===== src/rtl/muldiv_pkg.sv =====
// Shared encodings for the iterative multiply/divide unit: op codes, FSM states,
// and the quotient pattern returned on divide-by-zero.
package muldiv_pkg;

   typedef enum logic [2:0] {
      OP_MULT  = 3'b000,
      OP_MULTU = 3'b001,
      OP_DIV   = 3'b010,
      OP_DIVU  = 3'b011,
      OP_MTHI  = 3'b100,
      OP_MTLO  = 3'b101
   } muldiv_op_t;

   typedef enum logic [1:0] {
      S_IDLE,
      S_MUL,
      S_DIV,
      S_FIX
   } muldiv_state_t;

   // Replicated to the datapath width, so the all-ones quotient follows WIDTH.
   localparam logic DIV0_QUOT_BIT = 1'b1;

endpackage


===== src/rtl/muldiv_abs.sv =====
// Combinational conditional two's-complement negate; zero latency, no flow control.
// Gives |x| when neg is the operand's signed-and-negative flag, or applies a result sign.
module muldiv_abs
   import muldiv_pkg::*;
#(
   parameter int WIDTH = 32
) (
   input  logic [WIDTH-1:0] x,
   input  logic             neg,
   output logic [WIDTH-1:0] y
);

   assign y = neg ? (~x + 1'b1) : x;

endmodule


===== src/rtl/muldiv_unit.sv =====
// Iterative MULT/MULTU/DIV/DIVU with HI/LO; result WIDTH+1 cycles after start, MTHI/MTLO same edge.
// No queuing: start is ignored while busy (busy stalls the pipeline); flush aborts without writing.
module muldiv_unit
   import muldiv_pkg::*;
#(
   parameter int WIDTH = 32
) (
   input  logic             clk,
   input  logic             rst_n,
   input  logic             start,
   input  logic [2:0]       op,
   input  logic [WIDTH-1:0] opr_a,
   input  logic [WIDTH-1:0] opr_b,
   input  logic             flush,
   output logic             busy,
   output logic             done,
   output logic [WIDTH-1:0] hi,
   output logic [WIDTH-1:0] lo
);

   localparam int CW = $clog2(WIDTH) + 1;
   localparam logic [CW-1:0] LAST_ITER = CW'(WIDTH - 1);

   muldiv_state_t      state_q, state_d;
   logic [CW-1:0]      cnt_q, cnt_d;
   logic [2*WIDTH-1:0] acc_q, acc_d;     // {hi-acc, multiplier} or {rem, quot}
   logic [WIDTH-1:0]   opd_q, opd_d;     // multiplicand or divisor magnitude
   logic               neg_q, neg_d;     // product / quotient sign
   logic               neg_r_q, neg_r_d; // remainder sign
   logic               dz_q, dz_d;
   logic               is_div_q, is_div_d;
   logic               done_q, done_d;
   logic [WIDTH-1:0]   hi_q, hi_d, lo_q, lo_d;

   logic               is_signed, a_neg, b_neg, is_div_op;
   logic [WIDTH-1:0]   a_mag, b_mag, quot_fix, rem_fix, rem_sub;
   logic [2*WIDTH-1:0] prod_fix;
   logic [WIDTH:0]     mul_sum, rem_sh;

   assign is_signed = (op == OP_MULT) || (op == OP_DIV);
   assign is_div_op = op[1];
   assign a_neg     = is_signed & opr_a[WIDTH-1];
   assign b_neg     = is_signed & opr_b[WIDTH-1];

   muldiv_abs #(.WIDTH(WIDTH))   u_abs_a    (.x(opr_a), .neg(a_neg), .y(a_mag));
   muldiv_abs #(.WIDTH(WIDTH))   u_abs_b    (.x(opr_b), .neg(b_neg), .y(b_mag));
   muldiv_abs #(.WIDTH(2*WIDTH)) u_fix_prod (.x(acc_q), .neg(neg_q), .y(prod_fix));
   muldiv_abs #(.WIDTH(WIDTH))   u_fix_quot (.x(acc_q[WIDTH-1:0]), .neg(neg_q), .y(quot_fix));
   muldiv_abs #(.WIDTH(WIDTH))   u_fix_rem  (.x(acc_q[2*WIDTH-1:WIDTH]), .neg(neg_r_q), .y(rem_fix));

   // Carry out of the partial-product add becomes the top bit after the shift.
   assign mul_sum = {1'b0, acc_q[2*WIDTH-1:WIDTH]} + (acc_q[0] ? {1'b0, opd_q} : '0);
   assign rem_sh  = acc_q[2*WIDTH-1:WIDTH-1];
   assign rem_sub = rem_sh[WIDTH-1:0] - opd_q;

   always_comb begin
      state_d  = state_q;
      cnt_d    = cnt_q;
      acc_d    = acc_q;
      opd_d    = opd_q;
      neg_d    = neg_q;
      neg_r_d  = neg_r_q;
      dz_d     = dz_q;
      is_div_d = is_div_q;
      hi_d     = hi_q;
      lo_d     = lo_q;
      done_d   = 1'b0;

      case (state_q)
         S_IDLE: begin
            if (start) begin
               case (op)
                  OP_MULT, OP_MULTU, OP_DIV, OP_DIVU: begin
                     state_d  = is_div_op ? S_DIV : S_MUL;
                     cnt_d    = '0;
                     acc_d    = {{WIDTH{1'b0}}, (is_div_op ? a_mag : b_mag)};
                     opd_d    = is_div_op ? b_mag : a_mag;
                     neg_d    = a_neg ^ b_neg;
                     neg_r_d  = a_neg;
                     dz_d     = is_div_op && (opr_b == '0);
                     is_div_d = is_div_op;
                  end
                  OP_MTHI: hi_d = opr_a;
                  OP_MTLO: lo_d = opr_a;
                  default: ;
               endcase
            end
         end
         S_MUL: begin
            acc_d = {mul_sum, acc_q[WIDTH-1:1]};
            cnt_d = cnt_q + 1'b1;
            if (cnt_q == LAST_ITER) state_d = S_FIX;
         end
         S_DIV: begin
            if (rem_sh >= {1'b0, opd_q}) acc_d = {rem_sub, acc_q[WIDTH-2:0], 1'b1};
            else                         acc_d = {rem_sh[WIDTH-1:0], acc_q[WIDTH-2:0], 1'b0};
            cnt_d = cnt_q + 1'b1;
            if (cnt_q == LAST_ITER) state_d = S_FIX;
         end
         S_FIX: begin
            state_d = S_IDLE;
            done_d  = 1'b1;
            if (is_div_q) begin
               hi_d = rem_fix;
               lo_d = dz_q ? {WIDTH{DIV0_QUOT_BIT}} : quot_fix;
            end else begin
               {hi_d, lo_d} = prod_fix;
            end
         end
         default: state_d = S_IDLE;
      endcase

      // Flush beats everything, including a start or MT write in the same cycle.
      if (flush) begin
         state_d = S_IDLE;
         done_d  = 1'b0;
         hi_d    = hi_q;
         lo_d    = lo_q;
      end
   end

   always_ff @(posedge clk or negedge rst_n) begin
      if (!rst_n) begin
         state_q  <= S_IDLE;
         cnt_q    <= '0;
         acc_q    <= '0;
         opd_q    <= '0;
         neg_q    <= 1'b0;
         neg_r_q  <= 1'b0;
         dz_q     <= 1'b0;
         is_div_q <= 1'b0;
         done_q   <= 1'b0;
         hi_q     <= '0;
         lo_q     <= '0;
      end else begin
         state_q  <= state_d;
         cnt_q    <= cnt_d;
         acc_q    <= acc_d;
         opd_q    <= opd_d;
         neg_q    <= neg_d;
         neg_r_q  <= neg_r_d;
         dz_q     <= dz_d;
         is_div_q <= is_div_d;
         done_q   <= done_d;
         hi_q     <= hi_d;
         lo_q     <= lo_d;
      end
   end

   assign busy = (state_q != S_IDLE);
   assign done = done_q;
   assign hi   = hi_q;
   assign lo   = lo_q;

endmodule


===== config.mk =====
export PLATFORM = sky130hd
export DESIGN_NAME = muldiv_unit
export DESIGN_NICKNAME = d
export VERILOG_FILES = /design/src/rtl/muldiv_pkg.sv /design/src/rtl/muldiv_abs.sv /design/src/rtl/muldiv_unit.sv
export SDC_FILE = /design/constraint.sdc
export NUM_CORES = 1
export LEC_CHECK = 0
export BUFFER_PORTS_ARGS = -buffer_cell sky130_fd_sc_hd__buf_2
export CAP_MARGIN = 20
export CORE_MARGIN = 1.5
export CORE_UTILIZATION = 30
export DETAILED_ROUTE_END_ITERATION = 8
export GPL_ROUTABILITY_DRIVEN = 0
export PLACE_DENSITY = 0.57
export RECOVER_POWER = 25
export SLEW_MARGIN = 20
export SYNTH_ARGS = -nofsm -noshare
export SYNTH_HDL_FRONTEND = slang
export SYNTH_HIERARCHICAL = 1
export SYNTH_SLANG_ARGS = --single-unit

===== constraint.sdc =====
create_clock -name clk -period 7.9 [get_ports clk]
set_clock_uncertainty 0.2 [all_clocks]
set_input_delay 0.79 -clock clk [delete_from_list [all_inputs] [get_ports clk]]
set_output_delay 0.79 -clock clk [all_outputs]
set_load 0.01 [all_outputs]

Yosys cells after proc, flatten, opt, wreduce, memory -nomap -nowiden. Index checks and enable logic that the tools add are counted. Widths: inputs -> output; s select.

Output and inout port bits: 66. Word-level logic and storage cells: 94. Flip-flop bits (word level): 173.

Muxes and demuxes: 32. Reductions and logical operators: 17. Add/subtract/negate cells: 8. Order comparisons: 1. Bitwise operators: 9. Eq/ne operators: 16.

Operator list (count): $mux 32 (14); $mux 64 (4); $pmux 64 s3 (1); $add 32x1->32 const B (4); $not 32->32 (4); $pmux 32 s2 (2); $add 64x1->64 const B (1); $not 64->64 (1); $add 32x32->33 (1); $ge 33x32->1 (1); $logic_not 32->1 (1); $sub 32x32->32 (1); $mux 6 (2); $pmux 6 s2 (1); $reduce_and 3->1 (4); $mux 2 (5); $reduce_and 4->1 (2); $add 6x1->6 const B (1); $eq 3x2->1 const B (2); $eq 3x3->1 const B (2); $eq 6x5->1 const B (1); $ne 2x1->1 const B (3); $pmux 2 s3 (1); $reduce_bool 2->1 (3); 18 further kinds (21).

Longest topological paths before layout. Gate-level depths: netlist of the first run.

Depth after elaboration: 8. Mapped depth: 13. Gate-level depth less buffers: 12.

Modules after synthesis. Netlist of the first run, hierarchy kept.

Modules (own cells, without submodules): muldiv_unit (times used 1, sequential area each 4329.2 um^2, area an instance 12946.2 um^2, cells an instance 1569); muldiv_abs (u_abs_a ...) (times used 4, sequential area each 0.0 um^2, area an instance 777.0 um^2, cells an instance 99); muldiv_abs (u_fix_prod) (times used 1, sequential area each 0.0 um^2, area an instance 1649.1 um^2, cells an instance 206).

Worst setup path after synthesis of the first run. No wires, ideal clock.

Kind: register -> register. Start point: register acc_q[0]. End point: register acc_q[62]. Library setup time: 0.124 ns. Cell stages (with the launch flop): 13. Buffers on the path: 1. Arrival: 3.370 ns. Slack: 4.206 ns. Data required time: 7.576 ns. Cells stage by stage: dfrtp_1 -> clkbuf_1 -> and2_1 -> ha_1 -> a21o_1 -> a21oi_1 -> o21ai_2 -> o41ai_1 -> o221a_2 -> o31ai_4 -> a41oi_1 -> mux2_1 -> a211o_1.

Cells in the longest elaborated chain, start to end: 3.

RTL lines: start, declared (RTL line muldiv_unit.sv:26) `logic [2*WIDTH-1:0] acc_q, acc_d;`; start signal, assigned (RTL line muldiv_unit.sv:126) `acc_q <= '0;`; start signal, assigned (RTL line muldiv_unit.sv:138) `acc_q <= acc_d;`; $mux 32 (RTL line muldiv_unit.sv:52) `assign mul_sum = {1'b0, acc_q[2*WIDTH-1:WIDTH]} + (acc_q[0] ? {1'b0, opd_q} : '0);`; $add 32x32->33 (RTL line muldiv_unit.sv:52); $pmux 64 s3 (RTL line muldiv_unit.sv:69) `case (state_q)`.

No other way between the ends. A chain may end at the register's enable or synchronous reset.

Worst setup path after layout of the first run. Ends and elaborated chain as after synthesis.

==> impl_metrics.csv, run 1 <==
group,metric,value,unit
outcome,status,"finished with violations",
outcome,violations,"max-capacitance violations, max-slew violations",
timing,max-slew-margin-rel,-0.8571,
critical_path,cp-end-kind,"flip-flop",
critical_path,crit_fanout,31,
timing,slew_viol_final,49,
detailed_routing,drt-pass1-iter-count,6,
clock_tree,ctsRootBufferMaster,"clkbuf_16",
critical_path,path_class,"flip-flop to flip-flop",
critical_path,critical_path.endpoint,"acc_q[62]",
grt,antenna_found_initial,8,
pwr,ir_worst_vdd,0.0001991,V
grt,grt_usage,0.2088,
yosys,synth_top_area_share,0.2445,
floorplanning,die_h,245.9,um
timing,timing.fmax,0.2309,GHz
timing,fin_crit,4331,ps
pwr,p_leak,7.864,nW
run,cap_violations,1,
floorplanning,die-area,60480,um^2
worst_hold_path,hold_class,"flip-flop to flip-flop",
critical_path,crit_path_max_incr_delay,630,ps
floorplanning,io-pin-count,137,
grt,grt_pass1_wl,97010,um
clock_tree,cts_tree,"yes",
yosys,yosysWarnings,6,
yosys,syn_area_per_cell,8.154,um^2
timing,fin_tns_setup,0,ps
yosys,seq_area_frac_synth,0.2445,
critical_path,arrival,4480,ps
critical_path,reg2reg_depth,12,
yosys,netlist_top_cells_area,"dfrtp_1, xnor2_1, o21ai_0",
critical_path,r2r_slack,3570,ps
clock_tree,cts_setup_buffers,0,
cells_and_area,final_common_cell,"nand2_1",
detailed_routing,ant_nets,0,
detailed_routing,totalWireLength,64590,um
placed_design,dpl.hpwl,49730,um
cells_and_area,area_growth_syn_to_layout,11.04,%
grt,grt_pass1_vias,15696,
clock_tree,insertion_delay,470,ps
clock_tree,cts_buffers,17,
detailed_routing,drtIter0Drc,2116,
yosys,synth-seq-cells,173,
timing,worst_pin_slew,2786,ps
yosys,synth_top_area_cell,"dfrtp_1",
cells_and_area,layout-drive-gt1-share,0.1429,
critical_path,worstSetupStartpoint,"acc_q[0]",
cells_and_area,final_cell_mix,"nand2_1, o21ai_0, xnor2_1",
clock_tree,cts.sinks,173,
floorplanning,initial_core_util,0.3051,
timing,hold_viol,0,
yosys,synthDistinctLibCells,89,
placed_design,io_buffer_count,136,
yosys,async_reset_ff_frac,1.000,
clock_tree,clk_pin_slew,80,ps
cells_and_area,fin_nets,2360,
yosys,synth-edff-count,0,
floorplanning,fp-row-count,88,
timing,finalSetupViolCount,0,
grt,grt_max_degree,98,
critical_path,cp_slowest_cell,"dfrtp_1",
timing,rsz0062_at_grt,"no",
yosys,synth_ff_type,"dfrtp_1",
detailed_routing,via_count,17072,
clock_tree,cts_resized,0,
detailed_routing,viasPerCell,5.704,
timing,final.period_utilization,0.5482,
pwr,total_power,0.007516,W
clock_tree,cts_hold_buffers,0,
critical_path,r2r_end,"acc_q[62]",
critical_path,cp_cell_sequence,"buf_4 > and2_1 > ha_1 > a21o_1 > a21oi_1 > o21ai_2 > o41ai_1 > o221a_2 > o31ai_4 > a41oi_1 > mux2_1 > a211o_1",
critical_path,startpoint_type,"flip-flop",
floorplanning,die_w,245.9,um
yosys,syn_nets,2318,
detailed_routing,route.detailed.drc,0,
detailed_routing,wl_per_cell,21.58,um
floorplanning,core,58030,um^2
grt,gr-total-overflow,0,
clock_tree,htree_levels,4,
yosys,syn_inst,2171,
clock_tree,clock_path_buffers,2,
critical_path,r2r_start,"acc_q[0]",
critical_path,required,8050,ps
pwr,cellPowerDensity,382.3,nW/um^2
yosys,synth_area,17700,um^2
[state kept, by name (all words and copies together), names as in the netlist]
register / flops
is_div_q: 1
cnt_q: 6
dz_q: 1
opd_q: 32
state_q: 2
hi: 32
acc_q: 64
lo: 32
neg_q: 1
neg_r_q: 1
done: 1
[area by class of cell]
cell class / instances / area [um^2]
multi-input combinational: 1809 / 12680
timing repair buffer: 153 / 817.0
tap: 765 / 957.2
fill: 6131 / 38370
inverter: 59 / 221.5
clock inverter: 15 / 216.5
antenna: 2 / 5.005
sequential: 173 / 4332
clock buffer: 17 / 425.4
[routing by layer]
layer / part of all wire / up-vias / GRT usage
li1: - / 8082 / -
met1: 0.46 / 8045 / 0.3017
met2: 0.42 / 834 / 0.3051
met3: 0.094 / 99 / 0.04431
met4: 0.033 / 12 / 0.06730
met5: 0.00098 / - / 0
[worst min path at each step]
stage / depth (start not counted) / from / slack (ps) / end
final: 2 / hi[2] / 280 / hi[2]
after global routing: 2 / hi[2] / 310 / hi[2]
after CTS: 1 / rst_n / 80 / acc_q[36]
after detailed placement: 2 / hi[2] / 270 / hi[2]
after global placement: 2 / hi[3] / 260 / hi[3]
after floorplan: 2 / dz_q / 240 / dz_q
[where the power goes]
group	leakage [nW]	switching, W	internal (W)
Clock	0.307	0.000477	0.000443
Sequential	2.17	0.000741	0.00125
Combinational	5.39	0.00283	0.00177
Total	7.86	0.00405	0.00347
[worst max-delay path: cells and delay by family (launching register included)]
kind	cells	cell delay, ps
fa+ha+maj	1	240
flops	1	630
simple gates	1	210
buf+inv	1	360
compound gates	8	2230
mux	1	340
[cells by family (layout without fill, tap and decap cells)]
kind of cell | Yosys count | in the layout | share of synthesized area
AOI/OAI and AO/OA | 700 | 700 | 0.2673
xor gates and xnor gates | 235 | 235 | 0.1163
adders and majority gates | 76 | 76 | 0.05456
buffers and inverters | 189 | 244 | 0.04276
DFF | 173 | 173 | 0.2445
muxes | 102 | 102 | 0.06007
other | 0 | 2 | 0
and+or+nand+nor | 696 | 696 | 0.2145
[synth_stat cells, types with 31 or more instances]
cell	instances
a21oi_1	76
a22oi_1	46
a31oi_1	43
and2_1	37
clkbuf_1	99
dfrtp_1	173
ha_1	74
inv_1	59
mux2_2	32
mux2i_1	68
nand2_1	284
nand2b_1	58
nand3_1	31
nor2_1	94
o21ai_0	250
o221ai_1	37
o31ai_1	58
xnor2_1	211
[metrics by stage]
step,setup slack (ps),hold WS (ps),std cells,util,instance area [um^2]
floorplan,4206,241.3,2171,-,17700
global placement,3636,257.7,2958,0.3274,19000
detailed placement,3613,265.3,2958,0.3274,19000
CTS,3588,76.02,2990,0.3385,19640
global route,3345,307.3,2993,0.3388,19660
finish,3569,279.8,2993,0.3388,19660
No activity file was read; power rests on OpenSTA's default activity.
==> run 2: changes to the inputs <==
==> constraint.sdc (replaced) <==
create_clock -name clk -period 4.35 [get_ports clk]
set_clock_uncertainty 0.2 [all_clocks]
set_input_delay 0.435 -clock clk [delete_from_list [all_inputs] [get_ports clk]]
set_output_delay 0.435 -clock clk [all_outputs]
set_load 0.01 [all_outputs]
==> impl_metrics.csv, run 2 (same netlist as run 1, synthesis figures left out) <==
group,metric,value,unit
outcome,status,"finished with violations",
outcome,violations,"max-capacitance violations, max-slew violations",
floorplanning,fp-row-count,88,
detailed_routing,wl_per_cell,21.89,um
clock_tree,htree_levels,4,
critical_path,cp-end-kind,"flip-flop",
detailed_routing,drt-pass1-iter-count,5,
clock_tree,insertion_delay,470,ps
cells_and_area,regMostFlops,"acc_q",
timing,worst_pin_slew,1993,ps
clock_tree,cts_setup_buffers,0,
timing,timing.fmax,0.2539,GHz
floorplanning,die-area,60480,um^2
detailed_routing,via_count,17409,
placed_design,place_area,19310,um^2
critical_path,crit_path_max_incr_delay,530,ps
floorplanning,die_w,245.9,um
detailed_routing,ant_nets,0,
pwr,cellPowerDensity,689.9,nW/um^2
worst_hold_path,hold_start,"flush",
floorplanning,core,58030,um^2
worst_hold_path,holdPathStages,2,
timing,hold_viol,0,
floorplanning,initial_core_util,0.3051,
placed_design,dpl.hpwl,51490,um
clock_tree,clock_path_buffers,2,
grt,grt_pass1_wl,100300,um
timing,final.period_utilization,0.9053,
clock_tree,clk_pin_slew,80,ps
cells_and_area,finalNonFillerCells,3034,
detailed_routing,route.detailed.drc,0,
cells_and_area,fin_nets,2402,
cells_and_area,final_common_cell,"nand2_1",
worst_hold_path,hold_end,"done",
grt,grt_usage,0.2158,
timing,fin_crit,3938,ps
detailed_routing,totalWireLength,66420,um
critical_path,r2r_slack,410,ps
cells_and_area,area_growth_syn_to_layout,12.40,%
worst_hold_path,hold_class,"input port to flip-flop",
detailed_routing,drtIter0Drc,1778,
cells_and_area,final_core_util,0.3429,
critical_path,cp_cell_sequence,"buf_4 > and2_1 > ha_1 > nand2_1 > or3_1 > o21ai_2 > o41ai_2 > o221a_2 > o31ai_4 > a41oi_1 > mux2_1 > a211o_1",
cells_and_area,largest_register_ffs,64,
critical_path,cp_num_buf_inv,1,
cells_and_area,final_cell_mix,"nand2_1, o21ai_0, xnor2_1",
critical_path,startpoint_type,"flip-flop",
timing,fin_tns_setup,0,ps
run,cap_violations,1,
cells_and_area,final_area,19900,um^2
critical_path,r2r_end,"acc_q[62]",
clock_tree,cts.sinks,173,
critical_path,required,4510,ps
pwr,ir_worst_vdd,0.0003389,V
timing,finalSetupViolCount,0,
grt,grt_max_degree,72,
pwr,p_leak,7.976,nW
cells_and_area,layout-drive-gt1-share,0.1424,
clock_tree,ctsRootBufferMaster,"clkbuf_16",
floorplanning,die_h,245.9,um
critical_path,path_class,"flip-flop to flip-flop",
timing,rsz0062_at_grt,"no",
detailed_routing,viasPerCell,5.738,
cells_and_area,fillCellCount,6059,
clock_tree,cts_buffers,17,
critical_path,cp_slowest_cell,"dfrtp_1",
placed_design,dp.cells,3000,
critical_path,path_delay_family,"compound AO/OA/AOI/OAI gates",
timing,max-slew-margin-rel,-0.3289,
critical_path,arrival,4100,ps
grt,antenna_found_initial,11,
timing,slew_viol_final,71,
critical_path,reg2reg_depth,12,
floorplanning,io-pin-count,137,
placed_design,io_buffer_count,136,
grt,grt_pass1_vias,16245,
critical_path,crit_fanout,22,
clock_tree,cts_tree,"yes",
critical_path,r2r_start,"acc_q[0]",
grt,gr-total-overflow,0,
## run 2: changes by cell type in the layout (fill, tap and decap cells not counted), sizes merged
cell,change
buf,+4
clkinv,-1
dlygate4sd3,+1
clkbuf,+37
bufinv,+1
diode,-1
## run 2: area by class of cell
type / instances / area (um^2) / area share
diodes: 1 / 2.502 / 0.0001258
inverters: 59 / 221.5 / 0.01113
well taps: 765 / 957.2 / 0.04810
flip-flops and latches: 173 / 4332 / 0.2177
clock buffers: 17 / 425.4 / 0.02138
clock inverters: 15 / 192.7 / 0.009683
multi-input cells: 1809 / 12690 / 0.6375
repair buffers: 195 / 1082 / 0.05439
## run 2: metal layers
| layer | up-vias | GRT usage | wire [um] |
|---|---|---|---|
| met1 | 8355 | 0.2969 | 29490 |
| met5 | - | 0 | 110 |
| li1 | 8161 | - | - |
| met4 | 16 | 0.07290 | 2105 |
| met2 | 771 | 0.3279 | 28550 |
| met3 | 106 | 0.05162 | 6167 |
## run 2: per-stage QoR
step	setup slack, ps	power [W]	hold slack, ps
finish	412.1	0.01373	50.71
global route	202.7	0.01475	57.24
CTS	168.8	0.01366	27.49
detailed placement	158.4	0.01197	270.3
global placement	180.8	0.01181	258.7
floorplan	656.4	0.009307	-60.59
## run 2: worst register-to-register path: stages (launching register included)
cell and delay, ps:
dfrtp_1 530, buf_4 280, and2_1 180, ha_1 370, nand2_1 90, or3_1 360
o21ai_2 250, o41ai_2 160, o221a_2 350, o31ai_4 260, a41oi_1 180, mux2_1 340
a211o_1 280
## run 2: worst max-delay path by stage
stage             start        end  cells after the start
2_1_floorplan  acc_q[0]  acc_q[62]                     12
3_3_place_gp   acc_q[0]  acc_q[62]                     11
3_5_place_dp   acc_q[0]  acc_q[62]                     11
4_1_cts        acc_q[0]  acc_q[62]                     11
5_1_grt        acc_q[0]  acc_q[62]                     12
6_report       acc_q[0]  acc_q[62]                     12
## run 2: repair_timing
| action | CTS | global route |
|---|---|---|
| setup endpoints to repair | 0 | 1 |
| hold buffers | 1 | 0 |
| hold endpoints to repair | 66 | 0 |
| gates resized for setup | 0 | 1 |
## run 2: where the power goes
group	internal, W	switching [W]
clock	0.000833	0.000834
sequential	0.00228	0.00103
combinational	0.00331	0.00544
